File: src/rtl/lfsr_pkg.sv
// rtl/lfsr_pkg.sv - shared types, constants and step function for the 8-bit Fibonacci LFSR
package lfsr_pkg;

    localparam int LFSR_W = 8;

    // Feedback taps at bits 0,2,3,4 of a right-shifting register: x^8+x^6+x^5+x^4+1
    localparam logic [LFSR_W-1:0] LFSR_TAPS    = 8'b0001_1101;
    localparam logic [LFSR_W-1:0] DEFAULT_SEED = 8'h80;

    typedef enum logic [1:0] {
        IDLE,
        LOAD,
        RUN,
        DONE
    } ctrlState_t;

    function automatic logic [LFSR_W-1:0] lfsrNext(input logic [LFSR_W-1:0] q);
        return {^(q & LFSR_TAPS), q[LFSR_W-1:1]};
    endfunction

endpackage

File: src/rtl/lfsr8_step.sv
// rtl/lfsr8_step.sv - 8-bit Fibonacci LFSR register with load (priority) and step
module lfsr8_step
    import lfsr_pkg::*;
#(
    parameter logic [LFSR_W-1:0] RESET_SEED = lfsr_pkg::DEFAULT_SEED
) (
    input  logic              clk,
    input  logic              syncReset,
    input  logic              load,
    input  logic [LFSR_W-1:0] seed,
    input  logic              step,
    output logic [LFSR_W-1:0] state
);

    always_ff @(posedge clk) begin
        if (syncReset) begin
            state <= RESET_SEED;
        end else if (load) begin
            state <= seed;
        end else if (step) begin
            state <= lfsrNext(state);
        end
    end

endmodule

File: src/rtl/lfsr_burst_ctrl.sv
// rtl/lfsr_burst_ctrl.sv - burst sequencer: loads the LFSR and steps it once per accepted word
module lfsr_burst_ctrl
    import lfsr_pkg::*;
#(
    parameter int                LEN_W        = 8,
    parameter logic [LFSR_W-1:0] DEFAULT_SEED = 8'h80
) (
    input  logic              clk,
    input  logic              syncReset,
    input  logic              start,
    input  logic [LFSR_W-1:0] seed,
    input  logic [LEN_W-1:0]  len,
    input  logic              abort,
    output logic              busy,
    output logic              done,
    output logic              aborted,
    output logic              word_valid,
    output logic [LFSR_W-1:0] word_data,
    input  logic              word_ready
);

    ctrlState_t        state;
    ctrlState_t        nextState;
    logic [LFSR_W-1:0] seedQ;
    logic [LEN_W-1:0]  lenQ;
    logic [LEN_W-1:0]  count;
    logic              endAborted;
    logic              xfer;
    logic              lfsrLoad;
    logic [LFSR_W-1:0] loadSeed;

    // Abort beats a transfer in the same cycle, so the presented word is neither stepped nor counted.
    assign xfer     = (state == RUN) && word_ready && !abort;
    assign lfsrLoad = (state == LOAD) && !abort && (lenQ != '0);
    assign loadSeed = (seedQ == '0) ? DEFAULT_SEED : seedQ;

    lfsr8_step #(
        .RESET_SEED(DEFAULT_SEED)
    ) u_lfsr (
        .clk      (clk),
        .syncReset(syncReset),
        .load     (lfsrLoad),
        .seed     (loadSeed),
        .step     (xfer),
        .state    (word_data)
    );

    always_comb begin
        nextState  = state;
        endAborted = 1'b0;
        case (state)
            IDLE: begin
                if (start) nextState = LOAD;
            end
            LOAD: begin
                // A zero-length burst still spends this cycle busy but leaves the LFSR untouched.
                if (abort) begin
                    nextState  = DONE;
                    endAborted = 1'b1;
                end else if (lenQ == '0) begin
                    nextState = DONE;
                end else begin
                    nextState = RUN;
                end
            end
            RUN: begin
                if (abort) begin
                    nextState  = DONE;
                    endAborted = 1'b1;
                end else if (word_ready && (count == LEN_W'(1))) begin
                    nextState = DONE;
                end
            end
            DONE: begin
                nextState = IDLE;
            end
            default: begin
                nextState = IDLE;
            end
        endcase
    end

    always_ff @(posedge clk) begin
        if (syncReset) begin
            state      <= IDLE;
            seedQ      <= '0;
            lenQ       <= '0;
            count      <= '0;
            busy       <= 1'b0;
            done       <= 1'b0;
            aborted    <= 1'b0;
            word_valid <= 1'b0;
        end else begin
            state <= nextState;
            if ((state == IDLE) && start) begin
                seedQ <= seed;
                lenQ  <= len;
            end
            if (lfsrLoad) begin
                count <= lenQ;
            end else if (xfer) begin
                count <= count - LEN_W'(1);
            end
            // Status outputs are flops driven from the next state so they line up with it exactly.
            busy       <= (nextState == LOAD) || (nextState == RUN);
            done       <= (nextState == DONE);
            aborted    <= endAborted;
            word_valid <= (nextState == RUN);
        end
    end

endmodule

File: config.mk
export PLATFORM = sky130hd
export DESIGN_NAME = lfsr_burst_ctrl
export DESIGN_NICKNAME = d
export VERILOG_FILES = /design/src/rtl/lfsr_pkg.sv /design/src/rtl/lfsr8_step.sv /design/src/rtl/lfsr_burst_ctrl.sv
export SDC_FILE = /design/constraint.sdc
export NUM_CORES = 1
export LEC_CHECK = 0
export CORE_MARGIN = 2
export CORE_UTILIZATION = 65
export CTS_BUF_LIST = sky130_fd_sc_hd__clkbuf_4
export CTS_CLUSTER_DIAMETER = 40
export DETAILED_ROUTE_END_ITERATION = 7
export DONT_BUFFER_PORTS = 1
export GPL_ROUTABILITY_DRIVEN = 1
export GPL_TIMING_DRIVEN = 0
export PLACE_DENSITY = 0.81
export SYNTH_ARGS = -nofsm -noshare
export SYNTH_HDL_FRONTEND = slang
export SYNTH_SLANG_ARGS = --single-unit
File: constraint.sdc
create_clock -name clk -period 4.3 [get_ports clk]
set_input_delay 0.86 -clock clk [delete_from_list [all_inputs] [get_ports clk]]
set_output_delay 0.86 -clock clk [all_outputs]
set_load 0.02 [all_outputs]
==> impl_metrics.yaml <==
global_route:
  met3_usage_pct: 9.30
  use_met1_pct: 34.5
  grtUsageMet2_pct: 41.8
  grt_max_degree: 13
  top_usage_layer: "met2"
  grt-ovfl-total: 0
  grt_pass1_wl_um: 6400
  track_usage_pct: 26.3
  grt_pass1_vias: 1392
  antenna_found_initial: 0
finish:
  instances_no_fill: 241
  drive_gt1_share_pct: 11.8
  fillers: 212
  final_core_util_pct: 73.3
  multiInputGateArea_um2: 925
  final-seq-area_um2: 761
  syn_to_final_growth_pct: 5.20
  layout.nets: 238
  final_cell_area_mm2: 0.00185
  diodes: 0
worst_setup_path:
  cp-start-kind: "flip-flop"
  cpMaxStageDelayCell: "a2111oi_0"
  crit_top_cell: "ha_1"
  path_class: "flip-flop to flip-flop"
  crit_chain: "inv_1 > ha_1 > nand4b_1 > nor3b_1 > a2111oi_0 > or2_2 > ha_1 > nor2_1"
  cp_num_buf_inv: 1
  arrival_ns: 2.56
  critPathCaptureType: "flip-flop"
  crit_family: "compound AO/OA/AOI/OAI gates"
  crit_fanout: 5
  cp.required_ns: 4.57
  critPathMaxStageDelay_ns: 0.69
floorplan:
  design.die.area_mm2: 0.00313
  start_util_pct: 69.6
  num_rows: 18
  die_h_um: 56.0
  io_pins: 33
  fp.dieW_um: 56.0
  core_mm2: 0.00252
cts:
  cts_htree_levels: 2
  clock_latency_ns: 0.33
  cts_buffers: 5
  cts_sinks: 38
  post_cts_buffers: 0
  cts_tree: "yes"
  clk_pin_slew_ns: 0.12
  hold_buffers: 0
  cts_resized: 0
  cts-root-buf: "clkbuf_4"
  clock_path_buffers: 2
logic_synthesis:
  synth_seq_cells: 38
  ys_types: 32
  synth_edf_count: 0
  ys.warnings.count: 0
  synth_flop_cell: "dfxtp_1"
  netlist_instances: 203
  post_synth.cell_area_avg_um2: 8.65
  yosysSeqAreaShare_pct: 43.3
  yosysTopAreaCell: "dfxtp_1"
  yosysTopAreaCellShare_pct: 43.3
  syn_nets: 231
  synth_area_leaders: "dfxtp_1, nand2_1, a311oi_2"
  async_flop_share_pct: 0
  syn_area_mm2: 0.00176
pwr:
  seqPwrFrac_pct: 48.8
  p_int_mw: 0.669
  pwr-share-comb_pct: 35.1
  p_per_area_mw_per_mm2: 600
  switchingPower_mw: 0.439
  power.total_mw: 1.11
  peakVddDrop_v: 0.000433
  clkPwrFrac_pct: 16.1
  p_sw_share_pct: 39.6
  leakagePower_nw: 0.662
timing:
  fin_setup_tns_ns: 0
  skew_ns: 0.00615
  finalSetupViolCount: 0
  rsz0062_at_grt: "false"
  hold_viol: 0
  slew_viol_final: 0
  worstMarginPinSlew_ns: 0.805
  timing.hold.ws_ns: 0.475
  min_period_over_period_pct: 53.1
  relSlewSlack_pct: 44.9
  setup_slack_ns: 2.02
  fin_crit_ns: 2.28
  fmax_mhz: 438
detailed_routing:
  first_iter_violations: 54
  wl_per_cell_um: 15.4
  dr_total_vias: 1411
  ant_nets: 0
  via_per_inst: 5.85
  drt_first_pass_iters: 4
  routed_wl_um: 3710
  drc_errors: 0
placed_design:
  dp_cells: 233
  dpl_cell_area_mm2: 0.00179
  post-place-ws_ns: 2.01
  routabilityCongestion: 0.805
  portBuffers: 0
  dpl.hpwl_um: 2790
outcome:
  run_status: "finished clean"
flow_run:
  cap_violations: 0
min_path:
  hold_class: "flip-flop to flip-flop"
-- worst register-to-register path, cell delays in order (launching register included) --
cell       delay, ns
dfxtp_1         0.41
inv_1           0.11
ha_1            0.27
nand4b_1        0.13
nor3b_1         0.07
a2111oi_0       0.69
or2_2           0.24
ha_1            0.22
nor2_1          0.09
-- state kept, by name, indices dropped and copies added, names as in the netlist --
register,flops
aborted,1
busy,1
count,8
done,1
lenQ,8
seedQ,8
state,2
u_lfsr.state,8
word_valid,1
-- kinds of logic (layout without fill, tap and decap cells) --
group / Yosys count / after routing / share of synthesized area (%)
compound gates: 39 / 39 / 18.7
xor+xnor: 9 / 9 / 4.49
fa+ha+maj: 7 / 7 / 4.99
buf+inv: 16 / 24 / 4.06
flops: 38 / 38 / 43.3
simple gates: 94 / 94 / 24.4
-- cells in the final DEF (no fill, tap or decap), types with 4 or more instances in the layout --
cell,Yosys,routed
a211oi_2,4,4
a21oi_1,19,19
a311oi_2,8,8
clkbuf_1,9,9
clkbuf_4,0,5
dfxtp_1,38,38
ha_1,7,7
inv_1,4,4
nand2_1,51,51
nor2_1,18,18
nor3_1,4,4
xnor2_1,6,6
-- cell usage after synthesis, types with 3 or more instances --
cell and number:
nand2_1 51, dfxtp_1 38, a21oi_1 19, nor2_1 18
clkbuf_1 9, a311oi_2 8, ha_1 7, xnor2_1 6
a211oi_2 4, inv_1 4, nor3_1 4, buf_4 3
nand4b_1 3, nor2b_1 3, nor3b_1 3, nor4_1 3
xor2_1 3
-- per-layer routing --
layer,share of wire [%],vias to the layer above
li1,-,707
met1,44,655
met2,49,42
met3,6.3,7
met4,1.2,0
met5,0,-
-- layout make-up --
cell class / count / share of cell area [%]
Tap cell: 30 / 2.03
Clock buffer: 5 / 2.03
Buffer: 12 / 3.05
Sequential cell: 38 / 41.2
Inverter: 4 / 0.812
Clock inverter: 3 / 0.880
Multi-Input combinational cell: 149 / 50.0
-- path summary, 6_finish.rpt --
| check | from | end | slack, ns | cells past startpoint |
|---|---|---|---|---|
| max | state[0] | busy | 2.02 | 8 |
| max reg2reg | state[0] | busy | 2.02 | 8 |
| min | seedQ[7] | seedQ[7] | 0.47 | 2 |
| min reg2reg | seedQ[7] | seedQ[7] | 0.47 | 2 |
-- power by group through the flow --
| stage | clock, mW | sequential (mW) | combinational, mW |
|---|---|---|---|
| final | 0.179 | 0.541 | 0.388 |
| after global routing | 0.197 | 0.552 | 0.443 |
| after CTS | 0.181 | 0.541 | 0.387 |
| after detailed placement | 0 | 0.549 | 0.384 |
| after global placement | 0 | 0.546 | 0.365 |
| after floorplan | 0 | 0.531 | 0.318 |
(Power assumes the default switching activity.)
